<file path="src/rtl/afifo_wr_frontend.sv">
// afifo_wr_frontend: write-side front end of the asynchronous FIFO.
// Buffers producer words in a 2-entry skid buffer (head/tail) and drives
// winc/wdata into the write-pointer stage, honouring its registered wfull.
// in_ready depends only on local state, so wfull never reaches it
// combinationally.
// Optional feature macro: AFIFO_WR_STALL_CNT_EN (saturating wfull stall counter).
//
// Handshake: a word moves across in_valid/in_ready on a rising wclk edge where
// both are high. in_valid may be raised at any time and must then hold
// in_data stable until accepted; in_ready never depends on in_valid or wfull.
module afifo_wr_frontend #(
    parameter int DATA_SIZE = 8,
    parameter int CNT_W     = 16
) (
    input  logic                 wclk,
    input  logic                 wrst,
    input  logic                 in_valid,
    output logic                 in_ready,
    input  logic [DATA_SIZE-1:0] in_data,
    input  logic                 wfull,
    output logic                 winc,
    output logic [DATA_SIZE-1:0] wdata,
    output logic [CNT_W-1:0]     wr_count,
    output logic [CNT_W-1:0]     stall_count,
    output logic [1:0]           state_dbg
);

    typedef enum logic [1:0] {
        S_EMPTY = 2'd0,
        S_ONE   = 2'd1,
        S_TWO   = 2'd2
    } state_t;

    state_t               state;
    logic [DATA_SIZE-1:0] head;
    logic [DATA_SIZE-1:0] tail;
    logic [CNT_W-1:0]     wr_count_q;
    logic                 push;
    logic                 pop;

    // Ready and write enable are both forced low while reset is asserted.
    assign in_ready  = ~wrst & (state != S_TWO);
    assign winc      = ~wrst & (state != S_EMPTY) & ~wfull;
    assign wdata     = head;
    assign push      = in_valid & in_ready;
    assign pop       = winc;
    assign wr_count  = wr_count_q;
    assign state_dbg = state;

    // Skid-buffer FSM: head always holds the oldest word, tail the second.
    always_ff @(posedge wclk) begin
        if (wrst) begin
            state <= S_EMPTY;
            head  <= '0;
            tail  <= '0;
        end else begin
            case (state)
                S_EMPTY: begin
                    if (push) begin
                        state <= S_ONE;
                        head  <= in_data;
                    end
                end
                S_ONE: begin
                    if (push && pop) begin
                        head <= in_data;
                    end else if (push) begin
                        state <= S_TWO;
                        tail  <= in_data;
                    end else if (pop) begin
                        state <= S_EMPTY;
                    end
                end
                S_TWO: begin
                    // in_ready is low here, so only a pop can occur.
                    if (pop) begin
                        state <= S_ONE;
                        head  <= tail;
                    end
                end
                default: begin
                    state <= S_EMPTY;
                end
            endcase
        end
    end

    // Count words handed to the FIFO; wraps naturally at all-ones.
    always_ff @(posedge wclk) begin
        if (wrst) begin
            wr_count_q <= '0;
        end else if (winc) begin
            wr_count_q <= wr_count_q + 1'b1;
        end
    end

`ifdef AFIFO_WR_STALL_CNT_EN
    logic [CNT_W-1:0] stall_q;

    // Count cycles with buffered data blocked by wfull, saturating at all-ones.
    always_ff @(posedge wclk) begin
        if (wrst) begin
            stall_q <= '0;
        end else if ((state != S_EMPTY) && wfull && (stall_q != {CNT_W{1'b1}})) begin
            stall_q <= stall_q + 1'b1;
        end
    end

    assign stall_count = stall_q;
`else
    assign stall_count = '0;
`endif

endmodule

</file>
<file path="config.mk">
export PLATFORM = sky130hd
export DESIGN_NAME = afifo_wr_frontend
export DESIGN_NICKNAME = d
export VERILOG_FILES = /design/src/rtl/afifo_wr_frontend.sv
export SDC_FILE = /design/constraint.sdc
export NUM_CORES = 1
export LEC_CHECK = 0
export CORE_UTILIZATION = 49
export CTS_CLUSTER_DIAMETER = 40
export CTS_CLUSTER_SIZE = 30
export DETAILED_ROUTE_END_ITERATION = 8
export PLACE_DENSITY = 0.86
export SYNTH_ARGS = -nofsm -noshare
export SYNTH_HDL_FRONTEND = slang
export SYNTH_SLANG_ARGS = --single-unit
</file>
<file path="constraint.sdc">
create_clock -name wclk -period 4.35 [get_ports wclk]
set_input_delay 0.87 -clock wclk [delete_from_list [all_inputs] [get_ports wclk]]
set_output_delay 0.87 -clock wclk [all_outputs]
set_load 0.01 [all_outputs]
</file>
Yosys cells after proc, flatten, opt, wreduce, memory -nomap -nowiden:

Index checks and enable logic that the tools add are counted.

* add/subtract/negate cells: 1
* eq/ne operators: 8
* muxes and demuxes: 10
* bitwise gates (word level): 7
* reduce and logical (&&, ||, !) cells: 7

Operators with widths (number)
* two-way mux 8 bit: 3
* case mux 8 bit (3 select lines): 1
* adder 16 x 1 -> 16 bit (second input constant): 1
* two-way mux 2 bit: 5
* inequality test 2 bit (second input constant): 5
* AND reduction 4 bit: 2
* case mux 2 bit (3 select lines): 1
* AND 1 bit: 4
* inequality test 3 bit (second input constant): 1
* NOT 1 bit: 3
* AND reduction 3 bit: 1
* nonzero test 3 bit: 1
* equality test 2 x 1 -> 1 bit (second input constant): 1
* equality test 2 bit (second input constant): 1
* zero test 2 bit: 1
* nonzero test 2 bit: 1
* logical AND 1 bit: 1

* register bits after elaboration: 34
* output and inout bits: 44
* word-level logic and storage cells: 37

Longest topological paths before layout:

* word-level depth: 7
* depth in mapped cells: 7
* gate-level depth less buffers: 5

Worst setup path before layout:

No wires, ideal clock.

* path kind: input-to-reg
* start: input wrst
* end: register wr_count_q[13] (netlist: wr_count[13])
* arrival time: 2.450 ns
* path slack: 1.830 ns
* stages on the path: 7
* buffers on the path: 3
* path through: buf_6 or2_1 buf_6 or3_4 buf_6 or4_1 a21oi_1

* longest elaborated chain between the ends: 3

Ends and longest elaborated chain
* start: declaration: RTL line 16 `input logic wrst,`
* NOT 1 bit: RTL line 43 `assign winc = ~wrst & (state != S_EMPTY) & ~wfull;`
* AND 1 bit (2 in series): RTL line 43
* end signal: assignment: RTL line 93 `wr_count_q <= wr_count_q + 1'b1;`
* end: declaration: RTL line 37 `logic [CNT_W-1:0] wr_count_q;`

Parallel ways exist; a longest one is shown, timed or not.
A chain may end at the register's enable or synchronous reset.

Worst setup path after layout:

* start: input wfull
* end: output winc

* longest elaborated chain between the ends: 2

Ends and longest elaborated chain
* start: declaration: RTL line 20 `input logic wfull,`
* NOT 1 bit: RTL line 43
* AND 1 bit: RTL line 43
* end: declaration: RTL line 21 `output logic winc,`

Every way passes these cells.

==> flow_metrics.env <==
export IMPL_status="finished, final reports clean"
export IMPL_finalSetupViolCount=0
export IMPL_antennaDiodeCount=0
export IMPL_syn_area_per_cell_um2=8.35
export IMPL_hp_start="wdata[7]"
export IMPL_core_area_mm2=0.00318
export IMPL_timing_final_crit_share=0.788
export IMPL_slew_viol_final=0
export IMPL_hpwl_mm=2.38
export IMPL_slew_headroom=0.262
export IMPL_hold_end="wdata[7]"
export IMPL_grt_total_usage=0.200
export IMPL_crit_required_ns=3.48
export IMPL_crit_top_cell="clkdlybuf4s50_1"
export IMPL_grt_pass1_vias=1225
export IMPL_synth_largest_area_cell="dfxtp_1"
export IMPL_cts_sinks=34
export IMPL_multi_input_area_um2=860
export IMPL_worstPathArrival_ns=2.56
export IMPL_portBuffers=39
export IMPL_place_inst=274
export IMPL_crit_path_end_kind="output port"
export IMPL_finalCriticalPeriod_ns=3.43
export IMPL_syn_area_mm2=0.00170
export IMPL_finalNonFillerCells=282
export IMPL_dieWidth_um=60.8
export IMPL_root_buffer="clkbuf_4"
export IMPL_ys_warn_count=0
export IMPL_startpoint="wfull"
export IMPL_tns_ns=0
export IMPL_ant_nets=0
export IMPL_synth_top_area_share=0.401
export IMPL_die_area_mm2=0.00370
export IMPL_hold_viol_final=0
export IMPL_cpMaxStageDelayCell="clkdlybuf4s50_1"
export IMPL_grt_overflow_total=0
export IMPL_critPathKind="in -> out"
export IMPL_dr_pass1_iters=4
export IMPL_vias_per_cell=5.22
export IMPL_clock_path_buffers=2
export IMPL_clock_latency_ns=0.33
export IMPL_p_per_area_mw_per_mm2=290
export IMPL_synth_area_leaders="dfxtp_1 40%, buf_4 7.1%, a21oi_1 5.3%"
export IMPL_max_slew_worst_pin_slew_ns=1.11
export IMPL_max_freq_mhz=292
export IMPL_routed_wl_mm=3.41
export IMPL_grt_first_pass_wirelength_mm=5.42
export IMPL_cpPeakStageDelay_ns=0.60
export IMPL_route_detailed_drc=0
export IMPL_path_max_fanout=8
export IMPL_synth_seq_cells=34
export IMPL_rr_endpoint="wdata[0]"
export IMPL_reg2reg_depth=4
export IMPL_path_buf_inv=2
export IMPL_synthCells=203
export IMPL_peakVddDrop_mv=0.202
export IMPL_grt_max_degree=53
export IMPL_syn2layout_area_growth_pct=24.0
export IMPL_cp_cell_sequence="clkdlybuf4s50_1 > or2_1 > nor2_1 > clkdlybuf4s50_1"
export IMPL_clock_skew_ns=0.00147
export IMPL_place_congestion=0.739
export IMPL_die_h_um=60.8
export IMPL_clk_pin_slew_worst_paths_ns=0.10
export IMPL_crit_family="buffers and inverters"
export IMPL_synth_cell_types=34
export IMPL_post_drt_wl_per_cell_um=12.1
export IMPL_antenna_found_initial=0
export IMPL_place_area_mm2=0.00202
export IMPL_reg2reg_from="state_dbg[0]"
export IMPL_yosysSeqAreaShare=0.401
export IMPL_vias=1471
export IMPL_hold_path_class="reg -> reg"
export IMPL_design_area_mm2=0.00210
export IMPL_std_cell_rows=20
export IMPL_cts_tree="built"
export IMPL_rsz0062_at_grt="no"
export IMPL_cts_htree_levels=2
export IMPL_post_cts_buffers=0
export IMPL_cellLeakagePower_nw=0.722
export IMPL_final_layout_size_suffix_gt1_frac=0.0630
export IMPL_start_util=0.533
export IMPL_cts_buffers_inserted=5
export IMPL_fillers=306
export IMPL_reg2reg_setup_slack_ns=2.43
export IMPL_final_nets=250
export IMPL_cts_hold_buffers=0
export IMPL_cp_start_kind="input pin"
export IMPL_drv_cap=0
export IMPL_ff_latch_area_um2=681
export IMPL_drtIter0Drc=80
export IMPL_hold_depth=2
export IMPL_num_io_pins=56
export IMPL_cts_resized=0
[logic make-up (layout without fill, tap and decap cells)]
group / after synthesis / after routing / synth area share
flops: 34 / 34 / 0.401
other cells: 1 / 16 / 0.00221
simple gates: 72 / 72 / 0.211
mux: 10 / 10 / 0.0605
compound gates: 45 / 45 / 0.162
buf+inv: 34 / 54 / 0.125
xor+xnor: 6 / 6 / 0.0310
fa+ha+maj: 1 / 1 / 0.00738
[cell usage in the layout (no fill, tap or decap)]
cell type	instances
clkdlybuf4s50_1	39
dfxtp_1	34
nand2_1	22
nor2_1	20
a21oi_1	18
conb_1	16
o21ai_0	12
a211o_1	8
mux2i_1	8
xnor2_1	6
o31ai_1	5
or4_1	5
clkbuf_4	5
inv_1	4
nand3_1	4
or3_1	4
nor4_1	3
clkbuf_8	3
buf_4	3
nor2b_1	2
mux2_2	2
nand2b_1	2
nor3b_1	2
nand4_1	2
or2_1	1
o22a_1	1
a22oi_1	1
nor3_1	1
or3_4	1
or2_2	1
and4_1	1
nor4b_1	1
ha_1	1
[synthesized netlist by cell type]
cell and n:
buf_6 3, a211o_1 8, nor2b_1 2, clkbuf_1 9, or4_1 5, o31ai_1 5, buf_4 16, and4_1 1
or2_2 1, nand2b_1 2, nor4_1 3, a22oi_1 1, mux2i_1 8, clkbuf_2 1, nand3_1 4, nor3_1 1
nor4b_1 1, xnor2_1 6, conb_1 1, nor2_1 20, nand4_1 2, o21ai_0 12, o22a_1 1, a21oi_1 18
nor3b_1 2, or2_1 1, or3_1 4, dfxtp_1 34, or3_4 1, inv_1 4, buf_1 1, ha_1 1
mux2_2 2, nand2_1 22
[where the power goes]
part	switching (mW)	leakage [nW]	internal [mW]
Sequential	0.00571	0.275	0.318
Clock	0.105	0.0446	0.110
Combinational	0.0381	0.402	0.0331
Total	0.149	0.722	0.462
[worst max path at each step]
stage | cells past startpoint | endpoint | slack, ns
5_1_grt | 4 | winc | 0.81
3_3_place_gp | 4 | winc | 0.98
2_1_floorplan | 7 | wr_count[13] | 1.83
4_1_cts | 4 | winc | 0.93
3_5_place_dp | 4 | winc | 0.94
6_report | 4 | winc | 0.92
[cell type report]
type,instances,share of cell area
well taps,44,0.0262
repair buffers,42,0.196
multi-input cells,150,0.409
clock buffers,8,0.0375
inverters,4,0.00714
flip-flops and latches,34,0.324
[sequential cells by signal (all words and copies together) (netlist names)]
signal and flops:
wr_count 16, state_dbg 2, tail 8, wdata 8
[routing by layer]
metal,vias up,routed length [µm],track usage
li1,743,-,-
met1,680,1660,0.272
met2,43,1560,0.309
met3,5,137,0.0384
met4,0,50,0.0877
met5,-,0,0
[worst min-delay path: cells and delay by family (launching register included)]
family / cells / cell delay (ns)
AO/OA/AOI/OAI: 2 / 0.13
flip-flops: 1 / 0.32
[stage by stage]
stage	power, mW	utilization	hold slack, ns	worst slack [ns]
floorplan	0.383	-	0.460	1.83
global placement	0.401	0.637	0.461	0.976
detailed placement	0.402	0.637	0.466	0.936
CTS	0.616	0.661	0.482	0.934
global route	0.642	0.661	0.504	0.810
finish	0.611	0.661	0.483	0.924
Note: power is estimated with default switching activity, not from simulation.
